<file path="src/rtl/bitmask_match_scanner.sv">
// bitmask_match_scanner: latches an activation mask and a weight-nonzero mask,
// then emits every position set in both, lowest first, paired with its
// compressed weight read from an external synchronous SRAM. The SRAM address
// of a position is weight_base plus the number of weight-nonzero bits below it.
// Optional build macro SCANNER_STATS_EN adds saturating match/stall counters.
//
// Handshakes: a transfer happens on a rising edge where valid && ready are both
// high; valid never depends on ready, and a presented match (position, weight)
// stays unchanged until it is taken.
module bitmask_match_scanner #(
  parameter int BITMASK_WIDTH = 16,
  parameter int WEIGHT_WIDTH  = 8,
  parameter int ADDR_WIDTH    = 10
) (
  input  logic                             clk,
  input  logic                             rst_n,
  input  logic                             load_valid,
  output logic                             load_ready,
  input  logic [BITMASK_WIDTH-1:0]         bitmask_a,
  input  logic [BITMASK_WIDTH-1:0]         bitmask_b,
  input  logic [ADDR_WIDTH-1:0]            weight_base,
  output logic [BITMASK_WIDTH-1:0]         and_result,
  output logic [BITMASK_WIDTH-1:0]         bitmask_a_out,
  output logic                             weight_rd_en,
  output logic [ADDR_WIDTH-1:0]            weight_addr,
  input  logic [WEIGHT_WIDTH-1:0]          weight_rdata,
  output logic                             match_valid,
  input  logic                             match_ready,
  output logic [$clog2(BITMASK_WIDTH)-1:0] matched_position,
  output logic [WEIGHT_WIDTH-1:0]          matched_weight,
  output logic                             scan_done
`ifdef SCANNER_STATS_EN
  ,
  output logic [15:0]                      stat_matches,
  output logic [15:0]                      stat_stall_cycles
`endif
);

  localparam int POS_WIDTH = $clog2(BITMASK_WIDTH);
  localparam logic [BITMASK_WIDTH-1:0] ONE_HOT0 = BITMASK_WIDTH'(1);

  typedef enum logic [1:0] {IDLE, SCAN, DRAIN} state_t;

  state_t                   state_q, state_d;
  logic [BITMASK_WIDTH-1:0] a_q, b_q, and_q, remaining;
  logic [ADDR_WIDTH-1:0]    base_q;
  logic                     inflight_v;
  logic [POS_WIDTH-1:0]     inflight_pos;
  logic                     skid_v;
  logic [POS_WIDTH-1:0]     skid_pos;
  logic [WEIGHT_WIDTH-1:0]  skid_data;
  logic                     out_v;
  logic [POS_WIDTH-1:0]     out_pos;
  logic [WEIGHT_WIDTH-1:0]  out_data;
  logic                     done_q;

  logic                     load_fire, accept, issue, drain_exit, load_empty;
  logic [POS_WIDTH-1:0]     issue_pos;
  logic [BITMASK_WIDTH-1:0] remaining_after;

  function automatic logic [POS_WIDTH-1:0] lowest_bit(input logic [BITMASK_WIDTH-1:0] m);
    logic [POS_WIDTH-1:0] p;
    p = '0;
    for (int i = BITMASK_WIDTH - 1; i >= 0; i--) begin
      if (m[i]) p = i[POS_WIDTH-1:0];
    end
    return p;
  endfunction

  function automatic logic [ADDR_WIDTH-1:0] count_below(input logic [BITMASK_WIDTH-1:0] m,
                                                        input logic [POS_WIDTH-1:0] pos);
    logic [ADDR_WIDTH-1:0] cnt;
    cnt = '0;
    for (int i = 0; i < BITMASK_WIDTH; i++) begin
      if (i < int'(pos) && m[i]) cnt = cnt + ADDR_WIDTH'(1);
    end
    return cnt;
  endfunction

  // Issue control: one read per cycle, but only when its data is sure to find
  // a free slot (output register or skid) the cycle it returns.
  always_comb begin
    load_ready      = (state_q == IDLE);
    load_fire       = load_valid && load_ready;
    load_empty      = ((bitmask_a & bitmask_b) == '0);
    accept          = out_v && match_ready;
    issue_pos       = lowest_bit(remaining);
    remaining_after = remaining & ~(ONE_HOT0 << issue_pos);
    issue           = (state_q == SCAN) && (remaining != '0) && !skid_v &&
                      !(out_v && inflight_v && !match_ready);
    drain_exit      = (state_q == DRAIN) && !inflight_v && !skid_v && accept;
    weight_rd_en    = issue;
    weight_addr     = '0;
    if (issue) weight_addr = base_q + count_below(b_q, issue_pos);
  end

  // Next-state logic for the scan sequencer.
  always_comb begin
    state_d = state_q;
    case (state_q)
      IDLE:    if (load_fire && !load_empty) state_d = SCAN;
      SCAN:    if (issue && (remaining_after == '0)) state_d = DRAIN;
      DRAIN:   if (drain_exit) state_d = IDLE;
      default: state_d = IDLE;
    endcase
  end

  // State register.
  always_ff @(posedge clk or negedge rst_n) begin
    if (!rst_n) state_q <= IDLE;
    else        state_q <= state_d;
  end

  // Mask capture, issue bookkeeping, return path into output/skid, done pulse.
  always_ff @(posedge clk or negedge rst_n) begin
    if (!rst_n) begin
      a_q          <= '0;
      b_q          <= '0;
      and_q        <= '0;
      remaining    <= '0;
      base_q       <= '0;
      inflight_v   <= 1'b0;
      inflight_pos <= '0;
      skid_v       <= 1'b0;
      skid_pos     <= '0;
      skid_data    <= '0;
      out_v        <= 1'b0;
      out_pos      <= '0;
      out_data     <= '0;
      done_q       <= 1'b0;
    end else begin
      if (load_fire) begin
        a_q       <= bitmask_a;
        b_q       <= bitmask_b;
        and_q     <= bitmask_a & bitmask_b;
        remaining <= bitmask_a & bitmask_b;
        base_q    <= weight_base;
      end else if (issue) begin
        remaining <= remaining_after;
      end

      inflight_v <= issue;
      if (issue) inflight_pos <= issue_pos;

      // Older data in the skid always reaches the output before newer returns.
      if (!out_v || accept) begin
        if (skid_v) begin
          out_v    <= 1'b1;
          out_pos  <= skid_pos;
          out_data <= skid_data;
          skid_v   <= inflight_v;
          if (inflight_v) begin
            skid_pos  <= inflight_pos;
            skid_data <= weight_rdata;
          end
        end else if (inflight_v) begin
          out_v    <= 1'b1;
          out_pos  <= inflight_pos;
          out_data <= weight_rdata;
        end else begin
          out_v <= 1'b0;
        end
      end else if (inflight_v) begin
        skid_v    <= 1'b1;
        skid_pos  <= inflight_pos;
        skid_data <= weight_rdata;
      end

      done_q <= (load_fire && load_empty) || drain_exit;
    end
  end

`ifdef SCANNER_STATS_EN
  // Saturating activity counters, cleared only by reset.
  always_ff @(posedge clk or negedge rst_n) begin
    if (!rst_n) begin
      stat_matches      <= '0;
      stat_stall_cycles <= '0;
    end else begin
      if (accept && (stat_matches != 16'hFFFF))
        stat_matches <= stat_matches + 16'd1;
      if (out_v && !match_ready && (stat_stall_cycles != 16'hFFFF))
        stat_stall_cycles <= stat_stall_cycles + 16'd1;
    end
  end
`endif

  assign and_result       = and_q;
  assign bitmask_a_out    = a_q;
  assign match_valid      = out_v;
  assign matched_position = out_pos;
  assign matched_weight   = out_data;
  assign scan_done        = done_q;

endmodule

</file>
<file path="config.mk">
export PLATFORM = sky130hd
export DESIGN_NAME = bitmask_match_scanner
export DESIGN_NICKNAME = d
export VERILOG_FILES = /design/src/rtl/bitmask_match_scanner.sv
export SDC_FILE = /design/constraint.sdc
export NUM_CORES = 1
export LEC_CHECK = 0
export ABC_AREA = 1
export ABC_CLOCK_PERIOD_IN_PS = 15000
export CORE_MARGIN = 2
export CORE_UTILIZATION = 38
export CTS_CLUSTER_SIZE = 25
export DETAILED_ROUTE_END_ITERATION = 8
export SYNTH_ARGS = -nofsm -noshare
export SYNTH_HDL_FRONTEND = slang
export SYNTH_SLANG_ARGS = --single-unit
</file>
<file path="constraint.sdc">
create_clock -name clk -period 15 [get_ports clk]
set_clock_uncertainty 0.15 [all_clocks]
set_input_delay 1.5 -clock clk [delete_from_list [all_inputs] [get_ports clk]]
set_output_delay 1.5 -clock clk [all_outputs]
set_load 0.02 [all_outputs]
</file>
## Word-level counts from Yosys, hierarchy flattened

Cells that the tools add are included.

| word-level totals | value |
|---|---|
| memories | 0 |
| memory bits (read-only) | 0 |
| memory bits (writable) | 0 |
| register bits | 107 |
| bits in latches | 0 |
| output and inout port bits | 58 |
| word-level logic and storage cells | 168 |

| operators by class | value |
|---|---|
| equality and inequality tests | 6 |
| multiply operators | 0 |
| $lt $le $gt $ge | 15 |
| shifts and indexed selects | 1 |
| add/sub/neg operators | 15 |
| div/mod/pow operators | 0 |
| mux-type cells | 68 |
| reductions and logical operators | 45 |
| bitwise gates (word level) | 3 |

Operators by type and width:

| operator | count |
|---|---|
| two-way mux 10 bit | 30 |
| adder 10 x 1 -> 10 bit (second input constant) | 14 |
| two-way mux 4 bit | 21 |
| two-way mux 8 bit | 5 |
| AND 16 bit | 2 |
| logical NOT 16 bit | 2 |
| two-way mux 16 bit | 2 |
| logical AND 1 bit | 28 |
| less-than comparator 4 bit (first input constant) | 7 |
| less-than comparator 3 x 4 -> 1 bit (first input constant) | 4 |
| inverter 16 bit | 1 |
| nonzero test 16 bit | 1 |
| << shifter 1 x 4 -> 16 bit (first input constant) | 1 |
| adder 10 bit | 1 |
| less-than comparator 1 x 4 -> 1 bit (first input constant) | 2 |
| less-than comparator 2 x 4 -> 1 bit (first input constant) | 2 |
| logical NOT 1 bit | 6 |
| two-way mux 1 bit | 6 |
| two-way mux 2 bit | 3 |
| case mux 2 bit (3 select lines) | 1 |
| nonzero test 2 bit | 3 |
| != test 2 x 1 -> 1 bit (second input constant) | 2 |
| != test 2 bit (second input constant) | 2 |
| AND reduction 3 bit | 1 |
| 5 further kinds | 6 |

## Depth between registers and ports, before layout

| depth | value |
|---|---|
| word-level depth | 64 |
| mapped depth | 80 |
| depth with buffers taken out | 80 |

## Worst setup path before layout

OpenSTA, ideal clock, no wires.

| timing path | value |
|---|---|
| kind | reg2out |
| start | reg remaining[14] |
| end | out weight_addr[9] |
| path slack | 3.306 ns |
| data required time | 13.350 ns |
| stages on the path, launching flop included | 70 |
| arrival time | 10.044 ns |
| cells stage by stage | dfrtp_1 inv_2 nand2_4 nor4_2 nor2_4 nor2_8 inv_6 nor2_4 nand2_1 nand2_1 inv_1 ha_1 inv_1 nand3_1 nand2_2 ha_1 nand2_1 nand2_1 [... 34 more ...] inv_1 ha_1 nand2_1 nor2_1 a211oi_1 nor2_1 nor2_1 inv_1 a21oi_1 nor2_1 nor2_1 inv_1 a21oi_1 nor2_1 nor2_1 o21bai_1 xnor2_1 nor2_1 |

| between the ends | value |
|---|---|
| longest elaborated chain between the ends | 63 |
| elaborated cells between the ends (all ways) | 95 |
| those cells by class | add/sub (15); order compare (15); mux (46); reduce/logical (19) |

RTL lines:

| item | RTL line | source |
|---|---|---|
| from (decl) | 45 | `logic [BITMASK_WIDTH-1:0] a_q, b_q, and_q, remaining;` |
| from (signal assigned) | 136 | `remaining <= bitmask_a & bitmask_b;` |
| from (signal assigned) | 139 | `remaining <= remaining_after;` |
| two-way mux 4 bit (15 in series) | 65 | `if (m[i]) p = i[POS_WIDTH-1:0];` |
| less-than comparator 1 x 4 -> 1 bit | 75 | `if (i < int'(pos) && m[i]) cnt = cnt + ADDR_WIDTH'(1);` |
| logical AND 1 bit | 75 |  |
| two-way mux 1 bit | 75 |  |
| two-way mux 10 bit | 94 | `if (issue) weight_addr = base_q + count_below(b_q, issue_pos);` |
| adder 10 x 1 -> 10 bit | 75 |  |
| two-way mux 10 bit | 75 |  |
| two-way mux 10 bit | 94 |  |
| [... 33 more ...] | -- |  |
| adder 10 x 1 -> 10 bit | 75 |  |
| two-way mux 10 bit | 75 |  |
| two-way mux 10 bit | 94 |  |
| adder 10 x 1 -> 10 bit | 75 |  |
| two-way mux 10 bit | 75 |  |
| two-way mux 10 bit | 94 |  |
| adder 10 bit | 94 |  |
| two-way mux 10 bit * | 94 |  |
| to (decl) | 25 | `output logic [ADDR_WIDTH-1:0] weight_addr,` |

Mark *: on every way between the ends. The rest lies on a longest branch, timed or not. The select of a mux whose other input is x is not followed.

## Worst setup path in the final report

| timing path | value |
|---|---|
| start | reg remaining[11] |
| end | out weight_addr[9] |

| between the ends | value |
|---|---|
| longest elaborated chain between the ends | 60 |
| elaborated cells between the ends (all ways) | 92 |
| those cells by class | add/sub (15); order compare (15); mux (43); reduce/logical (19) |

RTL lines:

| item | RTL line |
|---|---|
| two-way mux 4 bit (12 in series) | 65 |
| less-than comparator 1 x 4 -> 1 bit | 75 |
| logical AND 1 bit | 75 |
| two-way mux 1 bit | 75 |
| two-way mux 10 bit | 94 |
| adder 10 x 1 -> 10 bit | 75 |
| two-way mux 10 bit | 75 |
| two-way mux 10 bit | 94 |
| [... 33 more ...] | -- |
| adder 10 x 1 -> 10 bit | 75 |
| two-way mux 10 bit | 75 |
| two-way mux 10 bit | 94 |
| adder 10 x 1 -> 10 bit | 75 |
| two-way mux 10 bit | 75 |
| two-way mux 10 bit | 94 |
| adder 10 bit | 94 |
| two-way mux 10 bit * | 94 |

Marks and branches as above.

==> impl_metrics.env <==
export IMPL_hpwlAfterDp_mm=14.3
export IMPL_synth_area_per_cell_um2=7.05
export IMPL_fin_crit_sh_pct=89.2
export IMPL_ys_warn_count=0
export IMPL_cts_resized=0
export IMPL_dieArea_mm2=0.0203
export IMPL_cts_tree="yes"
export IMPL_max_stage_delay_ns=0.62
export IMPL_place_congestion=0.909
export IMPL_die_h_um=142
export IMPL_overflow=0
export IMPL_hold_viol=0
export IMPL_syn_inst=1032
export IMPL_initial_core_util_pct=38.8
export IMPL_clkLatencyLatePin_ns=0.36
export IMPL_drt_pre_antenna_iters=5
export IMPL_io_pins=112
export IMPL_ys_dominant_reg_cell="dfrtp_1"
export IMPL_crit_top_cell="nand2_1"
export IMPL_cts_root_buf="clkbuf_16"
export IMPL_wl_per_cell_um=13.5
export IMPL_path_max_fanout=9
export IMPL_std_cell_rows=50
export IMPL_setup_viol=0
export IMPL_clkSlewWorstSetupHoldPaths_ns=0.07
export IMPL_relSlewSlack_pct=44.2
export IMPL_async_flop_share_pct=100
export IMPL_synth_largest_area_cell="dfrtp_1"
export IMPL_core_mm2=0.0188
export IMPL_worst_hold_slack_ns=0.332
export IMPL_dp_cells=1360
export IMPL_worstSetupEndpointType="primary output"
export IMPL_yosysMostFrequentCell="nand2_1"
export IMPL_post_layout_nonfiller_instances=1376
export IMPL_grt_setup_unrepaired="false"
export IMPL_netlist_top_cells_area="dfrtp_1 37%, nand2_1 18%, inv_1 6.8%, nand3_1 4.6%, nor2_1 4.0%"
export IMPL_route_detailed_drc=0
export IMPL_cts_buffers=9
export IMPL_setup_tns_ns=0
export IMPL_cap_violations=0
export IMPL_drive_gt1_share_pct=12.2
export IMPL_arrival_ns=11.73
export IMPL_antenna_found_initial=0
export IMPL_min_path_type="flop to flop"
export IMPL_cp_required_ns=13.35
export IMPL_grt_pass1_vias=6478
export IMPL_antennaDiodeCount=0
export IMPL_grt_max_degree=67
export IMPL_grt_pass1_wl_mm=31.7
export IMPL_worstMarginPinSlew_ns=0.837
export IMPL_vias=6621
export IMPL_grt_usage_pct=19.3
export IMPL_synth_area_mm2=0.00728
export IMPL_synth_edf_count=0
export IMPL_slew_violations=0
export IMPL_postCtsSetupRepairBufs=0
export IMPL_nets=1215
export IMPL_cts_num_sinks=107
export IMPL_synthTopCellsByCount="346 x nand2_1, 132 x inv_1, 107 x dfrtp_1, 78 x nor2_1, 67 x nand3_1"
export IMPL_status="completed"
export IMPL_h_tree_depth=3
export IMPL_wirelength_mm=18.6
export IMPL_synth_seq_cells=107
export IMPL_drtAntennaViolNets=0
export IMPL_crit_slowest_cell="clkdlybuf4s50_1"
export IMPL_area_delta_synth_final_pct=22.8
export IMPL_fmax_ghz=0.0747
export IMPL_dr_first_iter_drc_count=362
export IMPL_synthDistinctLibCells=48
export IMPL_clockBufferDepth=2
export IMPL_worst_setup_path_type="flop to primary output"
export IMPL_yosysSeqAreaShare_pct=36.8
export IMPL_via_per_inst=4.81
export IMPL_portBuffers=111
export IMPL_critPathLaunchType="flop"
export IMPL_yosysTopAreaCellShare_pct=36.8
export IMPL_hold_buffers=0
export IMPL_fin_crit_ns=13.38
export IMPL_die_x_um=142
==> metrics by stage <==
stage / instance area, µm² / setup slack, ns / util, %
3_3_place_gp: 8640 / 2.39 / 46.0
5_1_grt: 8940 / 0.243 / 47.6
6_report: 8940 / 1.62 / 47.6
4_1_cts: 8940 / 1.64 / 47.6
2_1_floorplan: 7280 / 3.31 / -
3_5_place_dp: 8640 / 2.11 / 46.0
==> metal layers <==
layer,track usage (%),routed length [µm],vias up
li1,-,-,3484
met1,27.8,9370,2994
met2,29.9,8060,126
met3,3.33,960,17
met4,5.21,223,0
met5,0,0,-
==> cell families (layout without fill, tap and decap cells) <==
| logic type | count (synthesis) | after routing | synth area share [%] |
|---|---|---|---|
| simple gates | 609 | 609 | 39.5 |
| buf+inv | 178 | 287 | 9.33 |
| flops | 107 | 107 | 36.8 |
| compound gates | 99 | 99 | 8.09 |
| fa+ha+maj | 24 | 24 | 4.23 |
| mux | 10 | 10 | 1.55 |
| xor+xnor | 4 | 4 | 0.481 |
| other cells | 1 | 2 | 0.0515 |
==> registers in the layout, indices dropped and copies added, names as in the netlist <==
| register | count |
|---|---|
| skid_data | 8 |
| matched_position | 4 |
| remaining | 16 |
| scan_done | 1 |
| skid_v | 1 |
| base_q | 10 |
| state_q | 2 |
| inflight_v | 1 |
| matched_weight | 8 |
| inflight_pos | 4 |
| skid_pos | 4 |
| and_result | 16 |
| b_q | 15 |
| match_valid | 1 |
| bitmask_a_out | 16 |
==> final timing paths <==
kind / startpoint / endpoint / slack [ns] / cells past startpoint
setup / recovery: remaining[11] / weight_addr[9] / 1.62 / 70
hold / removal: bitmask_a_out[2] / bitmask_a_out[2] / 0.33 / 2
setup reg to reg: remaining[14] / state_q[0] / 11.74 / 22
hold reg to reg: bitmask_a_out[2] / bitmask_a_out[2] / 0.33 / 2
max in group asynchronous: rst_n / b_q[11] / 12.49 / 2
min in group asynchronous: rst_n / scan_done / 0.97 / 1
==> worst max-delay path: cells and delay by family, from the launching register on <==
family	cells	cell delay (ns)
buffers and inverters	11	1.30
adders and majority gates	13	3.85
AOI/OAI and AO/OA	8	1.58
xor gates and xnor gates	1	0.12
and+or+nand+nor	37	4.14
DFF	1	0.39
==> cell usage in the layout (no fill, tap or decap), types with 19 or more instances in the layout <==
cell type,synthesis,final
a21oi_1,21,21
clkdlybuf4s50_1,0,110
dfrtp_1,107,107
ha_1,23,23
inv_1,132,132
inv_2,19,19
nand2_1,346,345
nand2_2,34,35
nand3_1,67,67
nor2_1,78,78
o21ai_0,38,38
==> cell type report <==
| class | count | area (µm²) |
|---|---|---|
| clock buffers | 13 | 270 |
| clock inverters | 3 | 28.8 |
| fillers | 1903 | 9830 |
| inverters | 155 | 592 |
| multi-input cells | 748 | 3930 |
| flip-flops and latches | 107 | 2680 |
| well taps | 234 | 293 |
| repair buffers | 116 | 1150 |
Power is left out: the tool's default activity adds up to more than one toggle a clock period on the data nets, which glitch-free logic cannot reach.
